<file path="src/rtl/cobalt_pkg.sv">
// Shared integer-pipeline types: default field widths, the issue-queue
// entry layout and the CDB tag-match helper used by dispatch and wakeup.
package cobalt_pkg;

    localparam int unsigned TAG_W  = 6;
    localparam int unsigned DATA_W = 32;
    localparam int unsigned OPC_W  = 4;

    typedef struct packed {
        logic              valid;
        logic [OPC_W-1:0]  opcode;
        logic [DATA_W-1:0] rs_data;
        logic              rs_valid;
        logic [TAG_W-1:0]  rs_tag;
        logic [DATA_W-1:0] rt_data;
        logic              rt_valid;
        logic [TAG_W-1:0]  rt_tag;
        logic [TAG_W-1:0]  rd_tag;
    } entry_t;

    // A waiting source captures the CDB when its producer tag is broadcast.
    function automatic logic src_hit(input logic             src_valid,
                                     input logic [TAG_W-1:0] src_tag,
                                     input logic             cdb_valid,
                                     input logic [TAG_W-1:0] cdb_tag);
        return !src_valid && cdb_valid && (src_tag == cdb_tag);
    endfunction

endpackage

</file>
<file path="src/rtl/issueque_entry.sv">
// One issue-queue slot's wakeup logic: CDB compare/capture for both sources
// and the slot's ready flag. Build option ISSUEQUE_CDB_BYPASS_EN lets the
// ready flag and forwarded operands see the same-cycle CDB match.
module issueque_entry
    import cobalt_pkg::*;
(
    input  logic              valid_i,
    input  logic              rs_valid_i,
    input  logic [TAG_W-1:0]  rs_tag_i,
    input  logic [DATA_W-1:0] rs_data_i,
    input  logic              rt_valid_i,
    input  logic [TAG_W-1:0]  rt_tag_i,
    input  logic [DATA_W-1:0] rt_data_i,
    input  logic              cdb_valid_i,
    input  logic [TAG_W-1:0]  cdb_tag_i,
    input  logic [DATA_W-1:0] cdb_data_i,
    output logic              rs_valid_o,
    output logic [DATA_W-1:0] rs_data_o,
    output logic              rt_valid_o,
    output logic [DATA_W-1:0] rt_data_o,
    output logic              ready_o,
    output logic [DATA_W-1:0] rs_fwd_o,
    output logic [DATA_W-1:0] rt_fwd_o
);

    logic rs_hit;
    logic rt_hit;

    // Post-wakeup source state that the slot will hold after this edge.
    always_comb begin
        rs_hit     = valid_i && src_hit(rs_valid_i, rs_tag_i, cdb_valid_i, cdb_tag_i);
        rt_hit     = valid_i && src_hit(rt_valid_i, rt_tag_i, cdb_valid_i, cdb_tag_i);
        rs_valid_o = rs_valid_i | rs_hit;
        rt_valid_o = rt_valid_i | rt_hit;
        rs_data_o  = rs_hit ? cdb_data_i : rs_data_i;
        rt_data_o  = rt_hit ? cdb_data_i : rt_data_i;
    end

`ifdef ISSUEQUE_CDB_BYPASS_EN
    // Readiness and operands include the broadcast landing this cycle.
    always_comb begin
        ready_o  = valid_i & rs_valid_o & rt_valid_o;
        rs_fwd_o = rs_data_o;
        rt_fwd_o = rt_data_o;
    end
`else
    // Readiness from stored state only; keeps cdb_* off the ready path.
    always_comb begin
        ready_o  = valid_i & rs_valid_i & rt_valid_i;
        rs_fwd_o = rs_data_i;
        rt_fwd_o = rt_data_i;
    end
`endif

endmodule

</file>
<file path="src/rtl/issueque_int.sv">
// Integer issue queue: age-ordered, compacting buffer of DEPTH entries.
// Slot 0 is oldest; valid slots are contiguous from 0. Select picks the
// oldest ready slot; a grant removes it and shifts younger slots down.
// Build option ISSUEQUE_CDB_BYPASS_EN (see issueque_entry) adds same-cycle
// CDB wakeup to readiness and operand forwarding.
module issueque_int
    import cobalt_pkg::*;
#(
    parameter int unsigned DEPTH = 4
) (
    input  logic              clk,
    input  logic              reset,
    input  logic              flush,
    input  logic              dispatch_en,
    input  logic [OPC_W-1:0]  dispatch_opcode,
    input  logic [DATA_W-1:0] dispatch_rsdata,
    input  logic              dispatch_rsvalid,
    input  logic [TAG_W-1:0]  dispatch_rstag,
    input  logic [DATA_W-1:0] dispatch_rtdata,
    input  logic              dispatch_rtvalid,
    input  logic [TAG_W-1:0]  dispatch_rttag,
    input  logic [TAG_W-1:0]  dispatch_rdtag,
    output logic              issueque_full,
    input  logic              cdb_valid,
    input  logic [TAG_W-1:0]  cdb_tagout,
    input  logic [DATA_W-1:0] cdb_out,
    output logic              ready_int,
    input  logic              issue_int,
    output logic [OPC_W-1:0]  opcode,
    output logic [DATA_W-1:0] rsdata,
    output logic [DATA_W-1:0] rtdata,
    output logic [TAG_W-1:0]  rdtag
);

    localparam int unsigned CntW = $clog2(DEPTH + 1);
    localparam int unsigned IdxW = $clog2(DEPTH);

    entry_t            slot_q [DEPTH];
    entry_t            slot_d [DEPTH];
    entry_t            woke   [DEPTH];
    entry_t            up     [DEPTH];
    entry_t            disp_entry;
    logic [CntW-1:0]   count_q, count_d;
    logic [CntW-1:0]   wr_pos;

    logic [DEPTH-1:0]  rdy;
    logic [DEPTH-1:0]  w_rs_valid, w_rt_valid;
    logic [DATA_W-1:0] w_rs_data [DEPTH];
    logic [DATA_W-1:0] w_rt_data [DEPTH];
    logic [DATA_W-1:0] rs_fwd    [DEPTH];
    logic [DATA_W-1:0] rt_fwd    [DEPTH];

    logic              sel_found;
    logic [IdxW-1:0]   sel_idx;
    logic              do_issue;
    logic              do_disp;

    for (genvar g = 0; g < DEPTH; g++) begin : gen_entry
        issueque_entry u_entry (
            .valid_i    (slot_q[g].valid),
            .rs_valid_i (slot_q[g].rs_valid),
            .rs_tag_i   (slot_q[g].rs_tag),
            .rs_data_i  (slot_q[g].rs_data),
            .rt_valid_i (slot_q[g].rt_valid),
            .rt_tag_i   (slot_q[g].rt_tag),
            .rt_data_i  (slot_q[g].rt_data),
            .cdb_valid_i(cdb_valid),
            .cdb_tag_i  (cdb_tagout),
            .cdb_data_i (cdb_out),
            .rs_valid_o (w_rs_valid[g]),
            .rs_data_o  (w_rs_data[g]),
            .rt_valid_o (w_rt_valid[g]),
            .rt_data_o  (w_rt_data[g]),
            .ready_o    (rdy[g]),
            .rs_fwd_o   (rs_fwd[g]),
            .rt_fwd_o   (rt_fwd[g])
        );
    end

    assign issueque_full = (count_q == CntW'(DEPTH));

    // Oldest-ready select; scanning downward leaves the lowest index last.
    always_comb begin
        sel_found = 1'b0;
        sel_idx   = '0;
        for (int i = DEPTH - 1; i >= 0; i--) begin
            if (rdy[i]) begin
                sel_found = 1'b1;
                sel_idx   = IdxW'(i);
            end
        end
        ready_int = sel_found;
        opcode    = sel_found ? slot_q[sel_idx].opcode : '0;
        rsdata    = sel_found ? rs_fwd[sel_idx]        : '0;
        rtdata    = sel_found ? rt_fwd[sel_idx]        : '0;
        rdtag     = sel_found ? slot_q[sel_idx].rd_tag : '0;
    end

    // New entry as written, with any CDB tag it is waiting on captured now.
    always_comb begin
        disp_entry          = '0;
        disp_entry.valid    = 1'b1;
        disp_entry.opcode   = dispatch_opcode;
        disp_entry.rs_tag   = dispatch_rstag;
        disp_entry.rt_tag   = dispatch_rttag;
        disp_entry.rd_tag   = dispatch_rdtag;
        disp_entry.rs_valid = dispatch_rsvalid;
        disp_entry.rs_data  = dispatch_rsdata;
        disp_entry.rt_valid = dispatch_rtvalid;
        disp_entry.rt_data  = dispatch_rtdata;
        if (src_hit(dispatch_rsvalid, dispatch_rstag, cdb_valid, cdb_tagout)) begin
            disp_entry.rs_valid = 1'b1;
            disp_entry.rs_data  = cdb_out;
        end
        if (src_hit(dispatch_rtvalid, dispatch_rttag, cdb_valid, cdb_tagout)) begin
            disp_entry.rt_valid = 1'b1;
            disp_entry.rt_data  = cdb_out;
        end
    end

    // Next state: wakeup, then compaction past the granted slot, then dispatch.
    always_comb begin
        do_issue = issue_int & sel_found;
        do_disp  = dispatch_en & ~issueque_full;
        wr_pos   = count_q - CntW'(do_issue);
        count_d  = count_q - CntW'(do_issue) + CntW'(do_disp);
        for (int i = 0; i < DEPTH; i++) begin
            woke[i]          = slot_q[i];
            woke[i].rs_valid = w_rs_valid[i];
            woke[i].rs_data  = w_rs_data[i];
            woke[i].rt_valid = w_rt_valid[i];
            woke[i].rt_data  = w_rt_data[i];
        end
        for (int i = 0; i < DEPTH - 1; i++) begin
            up[i] = woke[i + 1];
        end
        up[DEPTH-1] = '0;
        for (int i = 0; i < DEPTH; i++) begin
            slot_d[i] = (do_issue && (IdxW'(i) >= sel_idx)) ? up[i] : woke[i];
            if (do_disp && (CntW'(i) == wr_pos)) begin
                slot_d[i] = disp_entry;
            end
        end
        if (flush) begin
            count_d = '0;
            for (int i = 0; i < DEPTH; i++) begin
                slot_d[i] = '0;
            end
        end
    end

    // State registers with asynchronous active-low clear.
    always_ff @(posedge clk or negedge reset) begin
        if (!reset) begin
            count_q <= '0;
            for (int i = 0; i < DEPTH; i++) begin
                slot_q[i] <= '0;
            end
        end else begin
            count_q <= count_d;
            for (int i = 0; i < DEPTH; i++) begin
                slot_q[i] <= slot_d[i];
            end
        end
    end

endmodule

</file>
<file path="config.mk">
export PLATFORM = sky130hd
export DESIGN_NAME = issueque_int
export DESIGN_NICKNAME = d
export VERILOG_FILES = /design/src/rtl/cobalt_pkg.sv /design/src/rtl/issueque_entry.sv /design/src/rtl/issueque_int.sv
export SDC_FILE = /design/constraint.sdc
export NUM_CORES = 1
export LEC_CHECK = 0
export ABC_AREA = 1
export BUFFER_PORTS_ARGS = -buffer_cell sky130_fd_sc_hd__buf_2
export CAP_MARGIN = 40
export CORE_ASPECT_RATIO = 0.7
export CORE_MARGIN = 1.5
export CORE_UTILIZATION = 35
export DETAILED_ROUTE_END_ITERATION = 12
export MAX_ROUTING_LAYER = met4
export PLACE_DENSITY = 0.58
export SYNTH_ARGS = -nofsm -noshare
export SYNTH_HDL_FRONTEND = slang
export SYNTH_SLANG_ARGS = --single-unit
</file>
<file path="constraint.sdc">
create_clock -name clk -period 6.3 [get_ports clk]
set_input_delay 0.945 -clock clk [delete_from_list [all_inputs] [get_ports clk]]
set_output_delay 0.945 -clock clk [all_outputs]
set_load 0.03 [all_outputs]
</file>
# Word-level counts from Yosys, hierarchy flattened
# Index checks and enable logic that the tools add are counted.
[totals]
regBits = 359
inputBits = 132
out_inout_bits = 76
wordCells = 172
[classes]
addsub = 2
n_lt_le_gt_ge = 5
n_eq_ne = 14
mux = 41
bitwise = 20
reduce_logical = 53
[op_table]
columns = ["op", "n"]
rows = [
  ["$mux 89", 8],
  ["$mux 32", 14],
  ["$mux 356", 1],
  ["$bmux 89 s2", 1],
  ["$mux 88", 2],
  ["$bmux 32 s2", 2],
  ["$mux 33", 2],
  ["$eq 6x6->1", 10],
  ["$logic_and 1x1->1", 36],
  ["$reduce_bool 3->1", 4],
  ["$and 1x1->1", 10],
  ["$logic_not 1->1", 10],
  ["$mux 2", 4],
  ["$or 1x1->1", 8],
  ["$reduce_bool 4->1", 2],
  ["$eq 2x3->1 const A", 2],
  ["$mux 6", 1],
  ["$ge 1x2->1 const A", 2],
  ["$ge 2x2->1 const A", 2],
  ["$mux 1", 4],
  ["$mux 4", 1],
  ["$add 3x1->3", 1],
  ["$eq 1x3->1 const A", 1],
  ["$eq 3x3->1 const B", 1],
  ["6 further kinds", 6],
]

# Logic depth before layout (Yosys ltp)
[logic_depth]
ltp_word = 12
ltp_mapped = 17
mapped_depth_nobuf = 15

# By module
# From an unflattened synthesis, not the netlist that was laid out.
[unflattened]
hier_cells = 5017
area_unflattened_um2 = 30095.1
[modules_own_cells]
columns = ["mod", "n_inst", "cells_per_inst", "area_per_inst_um2", "seq_area_each_um2"]
rows = [
  ["issueque_int", 1, 3629, 23373.7, 8983.6],
  ["issueque_entry", 4, 347, 1680.4, 0.0],
]

# Least setup slack after synthesis
# Ideal clock, no wire load.
[synth_timing]
path_type = "reg-to-output"
start = "register slot_q[177] (netlist bit)"
end = "output port rdtag[0]"
t_arrival_ns = 1.820
required_ns = 5.355
slack_ns = 3.535
path_stages_with_launch = 10
path_buffers = 2
path_cell_list = "dfrtp_1 > nand3_1 > nand2_1 > nand2_1 > nand2_4 > buf_2 > buf_2 > a21oi_1 > o21ai_0 > a21oi_1"
[synth_between]
elab_chain_cells = 10
elab_cells_between_ends = 13
cone_classes = "mux: 10; bitwise: 3"
[synth_rtl]
columns = ["element", "line_no", "rtl"]
rows = [
  ["start: declaration", "issueque_int.sv:38", "entry_t slot_q [DEPTH];"],
  ["start signal: indexed assignment", "issueque_int.sv:162", "slot_q[i] <= slot_d[i];"],
  ["$and 1x1->1 * (2 in series)", "issueque_entry.sv:49", "ready_o = valid_i & rs_valid_i & rt_valid_i;"],
  ["$mux 2 (3 in series)", "issueque_int.sv:87", "if (rdy[i]) begin"],
  ["$not 2->3 (not written as such)", "issueque_int.sv:96", "rdtag = sel_found ? slot_q[sel_idx].rd_tag : '0;"],
  ["$bmux 89 s2", "issueque_int.sv:96", ""],
  ["$mux 88 (not written as such) (2 in series)", "issueque_int.sv:96", ""],
  ["$mux 6 *", "issueque_int.sv:96", ""],
  ["end: declaration", "issueque_int.sv:32", "output logic [TAG_W-1:0] rdtag"],
]
# Mark *: on every way between the ends. The rest lies on a longest branch, timed or not. The select of a mux whose other input is x is not followed.

# Worst setup path after layout
[layout_timing]
start = "register slot_q[279] (netlist bit)"
end = "output port rtdata[4]"
[layout_between]
elab_chain_cells = 7
elab_cells_between_ends = 8
cone_classes = "mux: 6; bitwise: 2"
[layout_rtl]
columns = ["element", "line_no", "rtl"]
rows = [
  ["$and 1x1->1 *", "issueque_entry.sv:49", ""],
  ["$mux 2", "issueque_int.sv:87", ""],
  ["$not 2->3 (not written as such)", "issueque_int.sv:95", "rtdata = sel_found ? rt_fwd[sel_idx] : '0;"],
  ["$bmux 32 s2", "issueque_int.sv:95", ""],
  ["$mux 32 (not written as such) (2 in series)", "issueque_int.sv:95", ""],
  ["$mux 32 *", "issueque_int.sv:95", ""],
  ["end: declaration", "issueque_int.sv:31", "output logic [DATA_W-1:0] rtdata,"],
]
# Marks and branches as above.

==> summary.md <==
| Metric | Value |
|---|---|
| Reg2reg start | slot_q[279]$_DFF_PN0_ |
| CTS tree | built |
| Fin crit share | 80.2% |
| Critical Path AT | 4110 ps |
| P_leak | 16.3 nW |
| Number of port buffers | 207 |
| R2r endpoint | slot_q[177]$_DFFE_PN0P_ |
| MaxCap Viol Count | 0 |
| Initial antenna violation count | 6 |
| Total gr overflow | 0 |
| Synthesized net count | approximately 4,400 |
| Post-CTS Resized | 0 |
| Largest family of logic cells by synthesized area | simple AND/OR/NAND/NOR gates |
| Fin. Hold Viols | 0 |
| Clk_lat worst skew | 610 ps |
| Sequential fraction of the synthesis area | 33.7% |
| Hold Path Class | in -> async |
| GRT Overall Usage | 29.5% |
| Cts bufs inserted | 42 |
| Worst-path clk slew | 60 ps |
| Initial Utilization | 35.5% |
| Pre-antenna DRT Iters | 6 |
| Post-synthesis xor/xnor area fraction | 0.624% |
| Routability congestion estimate | 0.889 |
| Clock buffer depth | 3 |
| Max_slew headroom | 37.4% |
| Fin util | 39.5% |
| Startpoint types | flop |
| Final WS setup | 1250 ps |
| Final TNS setup | 0 ps |
| Worst EP required | 5350 ps |
| Share of cells above drive strength 1 | 9.95% |
| First-pass GRT wire length | 171 mm |
| Site Rows | 84 |
| # DRC | 0 |
| Final Setup Violations | 0 |
| Post-CTS Setup Bufs | 0 |
| Clock Sinks | 359 |
| #FFs+latches synth | between 300 and 400 |
| Pwr per Cell Area | around 220 nW/µm² |
| YS warnings | 0 |
| Iteration-0 DRC Markers | ~3,500 |
| Max frequency | 198 MHz |
| Routed vias/inst | 5.46 |
| Core area | about 75,000 µm² |
| R2R setup slack | ~2300 ps |
| Die X | 333 µm |
| WL final | 113 mm |
| Pre-CTS WS | about 1900 ps |
| Total power | 6.55 mW |
| Reg2Reg Depth | 16 |
| Area delta synth->final | 11.4% |
| Hold Buf Count CTS | 0 |
| Crit-path max FO | 60 |
| Die height | 234 µm |
| Status | complete, no violations |
| Setup CP Type | reg -> out |
| Netlist cell types | 34 |
| Clock Skew | 39.9 ps |
| Slew @ Worst Pin | 939 ps |
| Mux share of post-synthesis cell area | 0% |
| Final Max Tran Viols | 0 |
| Via count | ~29,000 |
| CTS H-Tree Depth | 2 |
| Final HPWL from detailed placement | between 60 and 70 mm |
| Root Buffer | clkbuf_16 |
| Fin crit period | 5050 ps |
| Syn Inst Count | 4,310 |
| Worst setup EP type | output pin |
| Simple-gate portion of the synthesized area | 38.7% |
| Adder-Cell Fraction of Synth Area | 0.141% |
| RSZ-0062 raised after global routing | no |
| Post-layout instance area | 29,700 µm² |
| Vias in the first global route | ~27,000 |
| Synthesized area per cell | 6.19 µm² |
| Drt wl/cell | 21.1 µm |
| Max VDD drop | 177 µV |
| Final ANT Viol Nets | 0 |
| Post-DP Area | approximately 28,000 µm² |
| Post-synth design cell area | 26,700 µm² |
| Layout fillers | 8,179 |
| Die area | slightly below 80,000 µm² |
| Post-synthesis compound-gate area fraction | 13.3% |
| # IOs | roughly 210 |
| Largest net degree at the start of global routing | 132 |
| Nets | roughly 4,500 |
worst max-delay path: stages (launching register included):
cell	delay (ps)
dfrtp_1	390
nand3_2	220
nand3_4	650
clkinv_2	480
buf_4	530
nor2_1	180
o21ai_0	100
a21oi_1	580
buf_2	320
layer usage:
metal | up-vias | GRT usage (%) | part of all wire (%)
li1 | 13800 | - | -
met1 | 13500 | 41.0 | 44
met2 | 1686 | 42.6 | 42
met3 | 222 | 5.67 | 11
met4 | 0 | 10.2 | 3.1
met5 | - | - | 0
cell type report:
cell class	count	area (µm²)	share of cell area [%]
multi-input combinational	3094	14200	47.7
antenna	5	12.5	0.0421
tap	989	1240	4.16
timing repair buffer	273	1820	6.11
sequential	359	8980	30.2
clock inverter	9	118	0.396
inverter	558	2110	7.10
clock buffer	67	1260	4.23
synth_stat cells:
| cell type | instances | area share, % |
|---|---|---|
| a22o_1 | 2 | 0.066 |
| nand3_4 | 4 | 0.26 |
| nand4_2 | 1 | 0.047 |
| nand4_1 | 74 | 1.7 |
| nor2_1 | 216 | 3.0 |
| clkbuf_1 | 96 | 1.4 |
| nand3_2 | 4 | 0.15 |
| nand2_4 | 14 | 0.59 |
| o21ai_0 | 259 | 4.9 |
| nor2_4 | 9 | 0.38 |
| buf_1 | 29 | 0.41 |
| buf_2 | 134 | 2.5 |
| o21ai_1 | 207 | 3.9 |
| inv_1 | 546 | 7.7 |
| ha_1 | 3 | 0.14 |
| inv_4 | 1 | 0.023 |
| buf_6 | 21 | 0.89 |
| dfrtp_1 | 359 | 34 |
| buf_4 | 19 | 0.53 |
| nor3_2 | 1 | 0.038 |
| and2_1 | 1 | 0.023 |
| nand3_1 | 608 | 11 |
| nor2_8 | 3 | 0.23 |
| nand2_1 | 1402 | 20 |
| nor3_1 | 2 | 0.038 |
| xor2_1 | 8 | 0.26 |
| inv_2 | 11 | 0.15 |
| nand2_2 | 34 | 0.80 |
| nor2_2 | 9 | 0.21 |
| xnor2_1 | 11 | 0.36 |
| nand3b_1 | 1 | 0.028 |
| o21ai_2 | 2 | 0.066 |
| a21oi_1 | 183 | 3.4 |
| o211ai_1 | 36 | 1.0 |
cells in the final DEF (no fill, tap or decap), drive strengths merged:
cell type | synthesis | layout
a21oi | 183 | 183
a22o | 2 | 2
and2 | 1 | 1
buf | 203 | 273
bufinv | 0 | 2
clkbuf | 96 | 67
clkinv | 0 | 8
dfrtp | 359 | 359
diode | 0 | 5
ha | 3 | 3
inv | 558 | 557
nand2 | 1450 | 1450
nand3 | 616 | 616
nand3b | 1 | 1
nand4 | 75 | 75
nor2 | 237 | 237
nor3 | 3 | 3
o211ai | 36 | 36
o21ai | 468 | 468
xnor2 | 11 | 11
xor2 | 8 | 8
power by group:
group / switching (mW) / internal (mW) / total (mW)
Sequential: 0.0989 / 2.50 / 2.60
Clock: 1.10 / 1.45 / 2.55
Combinational: 0.994 / 0.413 / 1.41
Total: 2.19 / 4.36 / 6.55
sequential cells by signal, summed over array words and instances, names as in the netlist:
name     count
count_q      3
slot_q     356
cells by family after synthesis:
| kind of cell | Yosys count |
|---|---|
| AOI/OAI and AO/OA | 689 |
| and+or+nand+nor | 2383 |
| DFF | 359 |
| buffers and inverters | 857 |
| adders and majority gates | 3 |
| xor gates and xnor gates | 19 |
through the flow:
step	std cells	hold slack (ps)
2_1_floorplan	4310	450
3_3_place_gp	5258	465
3_5_place_dp	5272	466
4_1_cts	5348	461
5_1_grt	5354	492
6_report	5354	420
how the worst max path moves through the flow:
stage          cells after the start               startpoint                 endpoint
2_1_floorplan                      9  slot_q[177]$_DFFE_PN0P_                 rdtag[0]
3_3_place_gp                      12                issue_int  slot_q[100]$_DFFE_PN0P_
3_5_place_dp                      15                issue_int    slot_q[104]$_DFF_PN0_
4_1_cts                           12   slot_q[88]$_DFFE_PN0P_               rsdata[29]
5_1_grt                           12   slot_q[88]$_DFFE_PN0P_               rsdata[29]
6_report                           8    slot_q[279]$_DFF_PN0_                rtdata[4]
(Power assumes the default switching activity.)
